**src/rtl/instr_sequencer_pkg.sv**
```systemverilog
// Shared definitions for the instruction sequencer: opcode constants, FSM state
// encoding and the instruction byte field helpers.
package instr_sequencer_pkg;

  localparam logic [1:0] OP_LDI = 2'b00;
  localparam logic [1:0] OP_ADD = 2'b01;
  localparam logic [1:0] OP_SUB = 2'b10;
  localparam logic [1:0] OP_AND = 2'b11;

  typedef enum logic [1:0] {
    ST_IDLE = 2'd0,
    ST_IMM  = 2'd1,
    ST_EXEC = 2'd2,
    ST_WB   = 2'd3
  } seq_state_t;

  function automatic logic [1:0] ir_opcode(input logic [7:0] ir);
    return ir[7:6];
  endfunction

endpackage

```
**src/rtl/instr_sequencer.sv**
```systemverilog
// Multi-cycle control unit feeding a 4x8 register file: accepts instruction
// bytes over valid/ready, decodes them, and retires each one with a single write.
module instr_sequencer
  import instr_sequencer_pkg::*;
(
  input  logic       clk,
  input  logic       reset,
  input  logic       instr_valid,
  input  logic [7:0] instr_byte,
  output logic       instr_ready,
  output logic [1:0] aReg_select,
  output logic [1:0] bReg_select,
  output logic [1:0] dest_select,
  output logic       load_enable,
  output logic [1:0] alu_op,
  output logic       wb_sel,
  output logic [7:0] imm_data,
  output logic       busy,
  output logic [7:0] instr_count,
  output logic [1:0] dbg_state
);

  // Handshake: a byte moves on a rising edge where instr_valid and
  // instr_ready are both high; instr_ready is high only in IDLE and IMM.
  seq_state_t r_state;
  logic [7:0] r_ir;
  logic [7:0] r_imm;
  logic [7:0] r_count;
  logic       r_load;
  logic       r_wb_sel;
  logic       w_xfer;

  assign instr_ready = (r_state == ST_IDLE) || (r_state == ST_IMM);
  assign busy        = (r_state != ST_IDLE);
  assign w_xfer      = instr_valid && instr_ready;

  always_ff @(posedge clk or negedge reset) begin
    if (!reset) begin
      r_state  <= ST_IDLE;
      r_ir     <= 8'h00;
      r_imm    <= 8'h00;
      r_count  <= 8'h00;
      r_load   <= 1'b0;
      r_wb_sel <= 1'b0;
    end else begin
      case (r_state)
        ST_IDLE: begin
          r_load <= 1'b0;
          if (w_xfer) begin
            r_ir     <= instr_byte;
            // wb_sel is registered so it reads 0 out of reset even though IR=0 decodes as LDI
            r_wb_sel <= (ir_opcode(instr_byte) == OP_LDI);
            r_state  <= (ir_opcode(instr_byte) == OP_LDI) ? ST_IMM : ST_EXEC;
          end
        end
        ST_IMM: begin
          if (w_xfer) begin
            r_imm   <= instr_byte;
            r_load  <= 1'b1;
            r_state <= ST_WB;
          end
        end
        ST_EXEC: begin
          r_load  <= 1'b1;
          r_state <= ST_WB;
        end
        ST_WB: begin
          r_load  <= 1'b0;
          r_count <= r_count + 8'd1;
          r_state <= ST_IDLE;
        end
        default: begin
          r_load  <= 1'b0;
          r_state <= ST_IDLE;
        end
      endcase
    end
  end

  assign aReg_select = r_ir[3:2];
  assign bReg_select = r_ir[1:0];
  assign dest_select = r_ir[5:4];
  assign alu_op      = ir_opcode(r_ir);
  assign wb_sel      = r_wb_sel;
  assign imm_data    = r_imm;
  assign load_enable = r_load;
  assign instr_count = r_count;
  assign dbg_state   = r_state;

endmodule

```
**config.mk**
```make
export PLATFORM = sky130hd
export DESIGN_NAME = instr_sequencer
export DESIGN_NICKNAME = d
export VERILOG_FILES = /design/src/rtl/instr_sequencer_pkg.sv /design/src/rtl/instr_sequencer.sv
export SDC_FILE = /design/constraint.sdc
export NUM_CORES = 1
export LEC_CHECK = 0
export BUFFER_PORTS_ARGS = -buffer_cell sky130_fd_sc_hd__buf_2
export CORE_MARGIN = 2
export CORE_UTILIZATION = 40
export CTS_BUF_LIST = sky130_fd_sc_hd__clkbuf_4
export DETAILED_ROUTE_END_ITERATION = 10
export PLACE_DENSITY = 0.77
export SETUP_SLACK_MARGIN = 0.1
export SYNTH_ARGS = -nofsm -noshare
export SYNTH_HDL_FRONTEND = slang
export SYNTH_SLANG_ARGS = --single-unit
```
**constraint.sdc**
```tcl
create_clock -name clk -period 1.9 [get_ports clk]
set_clock_uncertainty 0.15 [all_clocks]
set_input_delay 0.095 -clock clk [delete_from_list [all_inputs] [get_ports clk]]
set_output_delay 0.095 -clock clk [all_outputs]
set_load 0.02 [all_outputs]
```
==> flow_metrics.py, run 1 <==
metrics = {
    "yosys": {
        "synth_area_um2": 1180,
        "synthCells": 81,
        "syn-num-nets": 97,
        "synth-seq-cells": 28,
        "ys_warn_count": 0,
        "synth_seq_area_share_pct": 59.3,
        "postSynthAreaPerCell_um2": 14.6,
        "synthDistinctLibCells": 17,
    },
    "grt": {
        "grt_overflow_total": 0,
        "grt_pass1_wl_mm": 3.69,
        "antenna_found_initial": 0,
        "grt_pass1_vias": 820,
        "grt_usage_pct": 14.6,
        "grt_start_max_net_pins": 29,
    },
    "setup_path": {
        "worst_ep_arrival_time_ns": 1.47,
        "crit_path_end_kind": "primary output",
        "slowest_delay_ns": 0.42,
        "r2r-end": "dbg_state[1]",
        "rrSetupSlack_ns": 0.22,
        "crit_fanout": 4,
        "path_cells": "inv_1, ha_2, or2_4, buf_2",
        "crit_end": "instr_ready",
        "slowest_stage": "dfrtp_1",
        "startpoint_type": "flop",
        "critPathRequiredTime_ns": 1.65,
        "rr_startpoint": "dbg_state[0]",
        "rr_worst_depth": 5,
        "startpoint": "dbg_state[0]",
        "setup.worst_path.class": "reg2out",
    },
    "floorplan": {
        "coreArea_um2": 2780,
        "rows": 19,
        "die_h_um": 58.3,
        "die_width_um": 58.3,
        "start_util_pct": 42.5,
        "io_pins": 41,
        "dieArea_um2": 3400,
    },
    "timing": {
        "period_share_pct": 90.5,
        "rsz0062_at_grt": "false",
        "worst_pin_slew_ns": 0.631,
        "slew_headroom_pct": 58.0,
        "hold_ws_ns": 0.164,
        "setup_tns_ns": 0,
        "min_period_ns": 1.72,
        "hold_viol": 0,
        "slew_viol_final": 0,
        "setup_slack_ns": 0.181,
        "fmax_mhz": 582,
        "setup_viol": 0,
    },
    "power_and_ir_drop": {
        "total_leakage_power_nw": 0.768,
        "ir_worst_vdd_mv": 1.04,
        "powerDensity_nw_per_um2": 1770,
    },
    "drt": {
        "wl_per_cell_um": 14.1,
        "drtPass1Iterations": 4,
        "postRouteAntennaNets": 0,
        "drc": 0,
        "routed_via_density": 4.79,
        "drtIter0Drc": 9,
        "vias": 795,
        "drt_wl_total_mm": 2.34,
    },
    "place": {
        "pre_cts_ws_ns": 0.191,
        "place.gp.congestion": 0.715,
        "dpl.hpwl_mm": 1.71,
        "dp_cells": 152,
        "io_buffers": 40,
    },
    "run_status": {
        "status": "finished clean",
    },
    "final_layout": {
        "instances_no_fill": 166,
        "final_common_cell": "buf_2",
        "nets": 153,
        "seq_area_um2": 701,
        "diodes": 0,
        "syn_to_final_growth_pct": 31.5,
        "fillers": 244,
        "multi_input_area_um2": 472,
        "drive_above_1_share_pct": 51.1,
        "layout_common_cells": "buf_2 (40), dfrtp_1 (28), mux2_2 (19), dlygate4sd3_1 (10), xnor2_1 (6)",
    },
    "clock_network": {
        "cts_sinks": 28,
        "root_buffer": "clkbuf_4",
        "clock_path_buffers": 2,
        "cts_tree": "yes",
        "path_clk_slew_ns": 0.14,
        "clk_latency_ns": 0.31,
        "htreeDepth": 1,
        "cts_inserted_buffers": 3,
    },
    "run": {
        "drv_cap": 0,
    },
    "worst_hold_path": {
        "hold_path.class": "in2async",
    },
}
-- cell usage after synthesis, drive strengths merged --
cell type | count | area [um2]
nand4 | 3 | 18.8
a21oi | 1 | 5.00
nor2 | 2 | 7.51
mux2 | 20 | 229
and3 | 2 | 12.5
inv | 3 | 11.3
nor2b | 2 | 20.0
xor2 | 1 | 8.76
mux2i | 2 | 20.0
nand2 | 5 | 23.8
ha | 5 | 62.6
dfrtp | 28 | 701
or2 | 1 | 8.76
xnor2 | 6 | 52.6
-- how the worst min path moves through the flow --
stage          startpoint      endpoint  slack (ns)  depth (start not counted)
2_1_floorplan       reset  dbg_state[0]       -0.35                          0
3_3_place_gp        reset       r_ir[6]       -0.02                          1
3_5_place_dp        reset   imm_data[6]      -0.008                          1
4_1_cts             reset   imm_data[6]        0.16                          2
5_1_grt             reset       r_ir[6]        0.20                          2
6_report            reset       r_ir[6]        0.16                          2
-- power by group --
| part | switching, W | internal, W |
|---|---|---|
| logic | 0.000802 | 0.000655 |
| registers | 0.000177 | 0.000880 |
| clock network | 0.000158 | 0.0000741 |
-- logic make-up (layout without fill, tap and decap cells) --
group | count (synthesis) | after routing | share of synthesized area, %
flops | 28 | 28 | 59.3
mux | 22 | 22 | 21.1
simple gates | 15 | 15 | 7.73
xor+xnor | 7 | 7 | 5.19
fa+ha+maj | 5 | 5 | 5.30
buf+inv | 3 | 57 | 0.953
compound gates | 1 | 1 | 0.423
-- worst max-delay path: cells and delay by family, from the launching register on --
family	cells	cell delay (ns)
DFF	1	0.42
buffers and inverters	2	0.26
and+or+nand+nor	1	0.26
adders and majority gates	1	0.22
-- final cells by class --
cell class,count,area share (%)
multi-input cells,50,30.4
well taps,31,2.50
repair buffers,51,19.8
clock buffers,3,1.45
flip-flops and latches,28,45.1
inverters,3,0.725
-- repair_timing --
item                                    4_1_cts  5_1_grt
hold buffers                                 10        0
endpoints found under the hold margin        45        0
setup buffers                                 0        1
resized for setup                             0        1
endpoints found under the setup margin        0        1
-- state kept, by name, indices dropped and copies added, names as in the netlist --
register     flops
imm_data         8
instr_count      8
wb_sel           1
dbg_state        2
r_ir             8
load_enable      1
-- metal layers --
metal,wire (um),global-route usage [%],vias up
li1,-,-,389
met1,998,17.4,376
met2,1150,24.6,26
met3,152,3.96,4
met4,40,6.98,0
met5,0,0,-
-- per-stage QoR --
step,total power (W),util [%],cell area (um2)
2_1_floorplan,0.00204,-,1180
3_3_place_gp,0.00245,51.1,1420
3_5_place_dp,0.00251,51.1,1420
4_1_cts,0.00276,55.5,1540
5_1_grt,0.00293,55.8,1550
6_report,0.00275,55.8,1550
Power figures use the tool's default switching activity.
==> run 2, diff against run 1 <==
- BUFFER_PORTS_ARGS: -buffer_cell sky130_fd_sc_hd__buf_2 -> -buffer_cell sky130_fd_sc_hd__buf_4
- CORE_UTILIZATION: 40 -> 51
- PLACE_DENSITY: 0.77 -> 0.9
==> flow_metrics.py, run 2 (same netlist as run 1, synthesis figures left out) <==
metrics = {
    "setup_path": {
        "crit_path_end_kind": "primary output",
        "rrSetupSlack_ns": 0.25,
        "worst_ep_arrival_time_ns": 1.46,
        "crit_fanout": 4,
        "startpoint_type": "flop",
        "r2r-end": "dbg_state[1]",
        "setup.worst_path.class": "reg2out",
        "rr_worst_depth": 5,
        "critPathRequiredTime_ns": 1.65,
        "rr_startpoint": "dbg_state[1]",
    },
    "timing": {
        "slew_headroom_pct": 76.6,
        "rsz0062_at_grt": "false",
        "setup_viol": 0,
        "worst_pin_slew_ns": 0.351,
        "setup_tns_ns": 0,
        "hold_ws_ns": 0.0637,
        "period_share_pct": 89.7,
        "min_period_ns": 1.70,
        "fmax_mhz": 587,
        "hold_viol": 0,
        "slew_viol_final": 0,
    },
    "floorplan": {
        "start_util_pct": 53.9,
        "io_pins": 41,
        "dieArea_um2": 2720,
        "rows": 17,
        "coreArea_um2": 2190,
        "die_width_um": 52.1,
        "die_h_um": 52.1,
    },
    "power_and_ir_drop": {
        "ir_worst_vdd_mv": 1.21,
        "p_sw_w": 0.00119,
        "combPwrFrac_pct": 55.7,
        "powerDensity_nw_per_um2": 1800,
        "internal-power_w": 0.00180,
        "total_leakage_power_nw": 0.804,
        "p_seq_share_pct": 36.1,
        "clkPwrFrac_pct": 8.1,
        "netSwitchingFraction_pct": 39.8,
    },
    "clock_network": {
        "path_clk_slew_ns": 0.14,
        "htreeDepth": 1,
        "cts_sinks": 28,
        "clk_latency_ns": 0.32,
        "cts_tree": "yes",
        "root_buffer": "clkbuf_4",
        "clock_path_buffers": 2,
        "cts_inserted_buffers": 3,
    },
    "drt": {
        "met1_length_mm": 1.02,
        "wl_met2_mm": 1.31,
        "route.met3.wl_um": 115,
        "drtIter0Drc": 9,
        "drt_wl_total_mm": 2.50,
        "postRouteAntennaNets": 0,
        "top_layer_used": "met4",
        "wl_per_cell_um": 15.1,
        "drtPass1Iterations": 4,
        "vias": 819,
        "routed_via_density": 4.96,
        "drc": 0,
    },
    "final_layout": {
        "syn_to_final_growth_pct": 40.6,
        "layout_common_cells": "buf_4 (42), dfrtp_1 (28), mux2_2 (19), dlygate4sd3_1 (10), xnor2_1 (6)",
        "nets": 154,
        "final_common_cell": "buf_4",
        "diodes": 0,
        "drive_above_1_share_pct": 51.1,
    },
    "run": {
        "drv_cap": 0,
    },
    "grt": {
        "grt_overflow_total": 0,
        "antenna_found_initial": 0,
        "grt_pass1_wl_mm": 3.98,
        "grt_pass1_vias": 860,
        "grt_start_max_net_pins": 29,
        "grt_usage_pct": 20.9,
    },
    "place": {
        "io_buffers": 40,
        "dpl.hpwl_mm": 1.71,
        "place.gp.congestion": 0.660,
    },
    "run_status": {
        "status": "finished clean",
    },
    "worst_hold_path": {
        "hold_path.class": "in2async",
    },
}
run 2: per-layer routing:
metal / GRT usage (%) / up-vias
met2: 37.3 / 25
met5: 0 / -
met4: 9.21 / 0
met3: 3.74 / 5
met1: 24.3 / 403
li1: - / 386
run 2: worst max-delay path by stage:
stage	startpoint	to	slack [ns]	cells past startpoint
after floorplan	dbg_state[0]	dbg_state[1]	0.11	5
after global placement	dbg_state[0]	dbg_state[1]	0.29	5
after detailed placement	dbg_state[0]	dbg_state[1]	0.23	5
after CTS	dbg_state[0]	instr_ready	0.14	4
after global routing	dbg_state[1]	instr_ready	0.10	4
final	dbg_state[1]	instr_ready	0.20	4
run 2: repair_timing:
item	CTS	global route
resized for setup	0	1
setup endpoints to repair	0	1
hold endpoints to repair	46	0
hold buffers	10	0
buffers inserted	0	2
run 2: per-stage QoR:
stage	cells	area [um2]	total power [W]	util [%]	worst slack, ns
after floorplan	81	1180	0.00204	-	0.106
after global placement	149	1520	0.00263	69.2	0.285
after detailed placement	149	1520	0.00270	69.2	0.234
after CTS	163	1640	0.00297	75.0	0.138
after global routing	165	1660	0.00318	75.8	0.105
final	165	1660	0.00298	75.8	0.196
run 2: layout make-up:
class,instances,area (um2)
fill,148,531
timing repair buffer,52,415
multi-input combinational,50,472
tap,28,35.0
inverter,3,11.3
clock inverter,1,3.75
clock buffer,3,22.5
sequential,28,701
run 2: critical path, stage by stage, from the launching register on:
cell and delay (ns):
dfrtp_1 0.42, inv_1 0.10, ha_1 0.22, or2_4 0.24, buf_4 0.16
run 2: power by group through the flow:
stage          Sequential, W  Combinational [W]  Clock [W]
4_1_cts              0.00108            0.00164   0.000258
6_report             0.00108            0.00166   0.000243
5_1_grt              0.00112            0.00179   0.000273
2_1_floorplan        0.00141           0.000630          0
3_3_place_gp         0.00107            0.00156          0
3_5_place_dp         0.00109            0.00161          0
==> run 3, diff against run 2 <==
- CORE_UTILIZATION: 51 -> 46
- PLACE_DENSITY: 0.9 -> 0.86
- clock period: 1.9 -> 1.4 ns (I/O delays scaled with it)
==> flow_metrics.py, run 3 (same netlist as run 1, synthesis figures left out) <==
metrics = {
    "setup_path": {
        "crit_fanout": 3,
        "crit_path_end_kind": "flop",
        "startpoint_type": "flop",
        "setup.worst_path.class": "reg2reg",
        "critPathRequiredTime_ns": 1.50,
        "worst_ep_arrival_time_ns": 1.71,
    },
    "final_layout": {
        "nets": 165,
        "layout_common_cells": "buf_4 (44), dfrtp_1 (26), mux2_4 (11), mux2_2 (9), dlygate4sd3_1 (9)",
        "drive_above_1_share_pct": 66.2,
        "fillers": 126,
        "multi_input_area_um2": 639,
        "syn_to_final_growth_pct": 65.0,
        "final_common_cell": "buf_4",
        "seq_area_um2": 703,
        "instances_no_fill": 178,
        "diodes": 0,
        "final_util_pct": 79.4,
    },
    "floorplan": {
        "start_util_pct": 48.1,
        "io_pins": 41,
        "dieArea_um2": 2990,
        "die_width_um": 54.7,
        "die_h_um": 54.7,
        "rows": 18,
        "coreArea_um2": 2450,
    },
    "drt": {
        "drtIter0Drc": 12,
        "drt_wl_total_mm": 3.75,
        "drtPass1Iterations": 4,
        "postRouteAntennaNets": 0,
        "wl_per_cell_um": 21.1,
        "drc": 0,
        "routed_via_density": 5.41,
        "vias": 963,
    },
    "clock_network": {
        "root_buffer": "clkbuf_4",
        "htreeDepth": 1,
        "cts_inserted_buffers": 3,
        "clk_latency_ns": 0.33,
        "cts_sinks": 28,
        "path_clk_slew_ns": 0.15,
        "clock_path_buffers": 2,
        "cts_tree": "yes",
    },
    "place": {
        "io_buffers": 40,
        "place.gp.congestion": 0.767,
        "dpl.hpwl_mm": 1.85,
        "pre_cts_ws_ns": -0.148,
        "dp_cells": 159,
    },
    "timing": {
        "slew_viol_final": 0,
        "worst_pin_slew_ns": 0.361,
        "period_share_pct": 115,
        "setup_slack_ns": -0.212,
        "min_period_ns": 1.61,
        "hold_viol": 0,
        "rsz0062_at_grt": "true",
        "fmax_mhz": 620,
        "setup_viol": 31,
        "slew_headroom_pct": 75.9,
    },
    "power_and_ir_drop": {
        "total_leakage_power_nw": 0.960,
        "powerDensity_nw_per_um2": 2620,
        "finalPower_w": 0.00510,
        "ir_worst_vdd_mv": 2.17,
    },
    "run": {
        "drv_cap": 0,
    },
    "grt": {
        "grt_pass1_vias": 907,
        "antenna_found_initial": 0,
        "grt_pass1_wl_mm": 4.77,
        "grt_overflow_total": 0,
        "grt_usage_pct": 23.7,
        "grt_start_max_net_pins": 29,
    },
    "worst_hold_path": {
        "hold_path.class": "in2async",
    },
    "run_status": {
        "violations": "setup timing",
        "status": "complete, but fails checks",
    },
}
==> run 3: cell types whose count changed in the layout (fill, tap and decap cells not counted), moves of 3 or more <==
cell,before,now
mux2_4,1,11
ha_1,4,1
mux2_2,19,9
buf_6,0,8
nand2_1,3,0
nand2_8,0,3
ha_4,0,3
inv_1,3,0
==> run 3: power by group <==
part / internal [W] / switching [W]
Sequential: 0.00120 / 0.000363
Combinational: 0.00168 / 0.00149
Clock: 0.000131 / 0.000236
Total: 0.00301 / 0.00209
==> run 3: final cells by class <==
class / count / share of cell area [%]
clock buffers: 4 / 1.54
inverters: 3 / 0.706
multi-input cells: 51 / 32.8
flip-flops and latches: 28 / 36.1
well taps: 30 / 1.93
repair buffers: 62 / 27.0
==> run 3: repair_timing <==
item / in CTS / in global routing
hold buffers: 9 / 0
gates cloned: 1 / 0
endpoints found under the setup margin: 30 / 32
setup buffers: 3 / 2
resized for setup: 28 / 14
pin swaps: 2 / 3
endpoints found under the hold margin: 45 / 0
==> run 3: worst paths after layout <==
kind	start	end	slack (ns)	depth (start not counted)
min in group clk	instr_valid	r_ir[3]	0.06	3
setup / recovery	dbg_state[1]	dbg_state[0]	-0.21	6
hold / removal	reset	imm_data[1]	0.03	2
max in group asynchronous	reset	dbg_state[0]	0.78	2
setup reg to reg	dbg_state[1]	dbg_state[0]	-0.21	6
hold reg to reg	instr_count[7]	instr_count[7]	0.32	1
==> run 3: layer usage <==
metal	track usage [%]	vias to the layer above	wire, um
met5	0	-	0
met4	8.75	0	81
met3	4.92	12	185
met2	41.7	40	2070
met1	28.0	496	1410
li1	-	415	-
==> run 3: worst max-delay path, stage by stage, from the launching register on <==
cell and delay, ns:
dfrtp_2 0.44, inv_4 0.07, ha_4 0.16, or2_4 0.25, nor2b_4 0.14, buf_6 0.12, mux2i_1 0.20
==> run 3: stage by stage <==
stage | cell area [um2] | hold slack [ns] | setup TNS (ns)
detailed placement | 1590 | -0.144 | -1.01
CTS | 1870 | 0.0283 | -1.93
floorplan | 1190 | -0.376 | -0.832
global route | 1950 | 0.0484 | -4.76
finish | 1950 | 0.0309 | -3.97
global placement | 1590 | -0.151 | -0.411
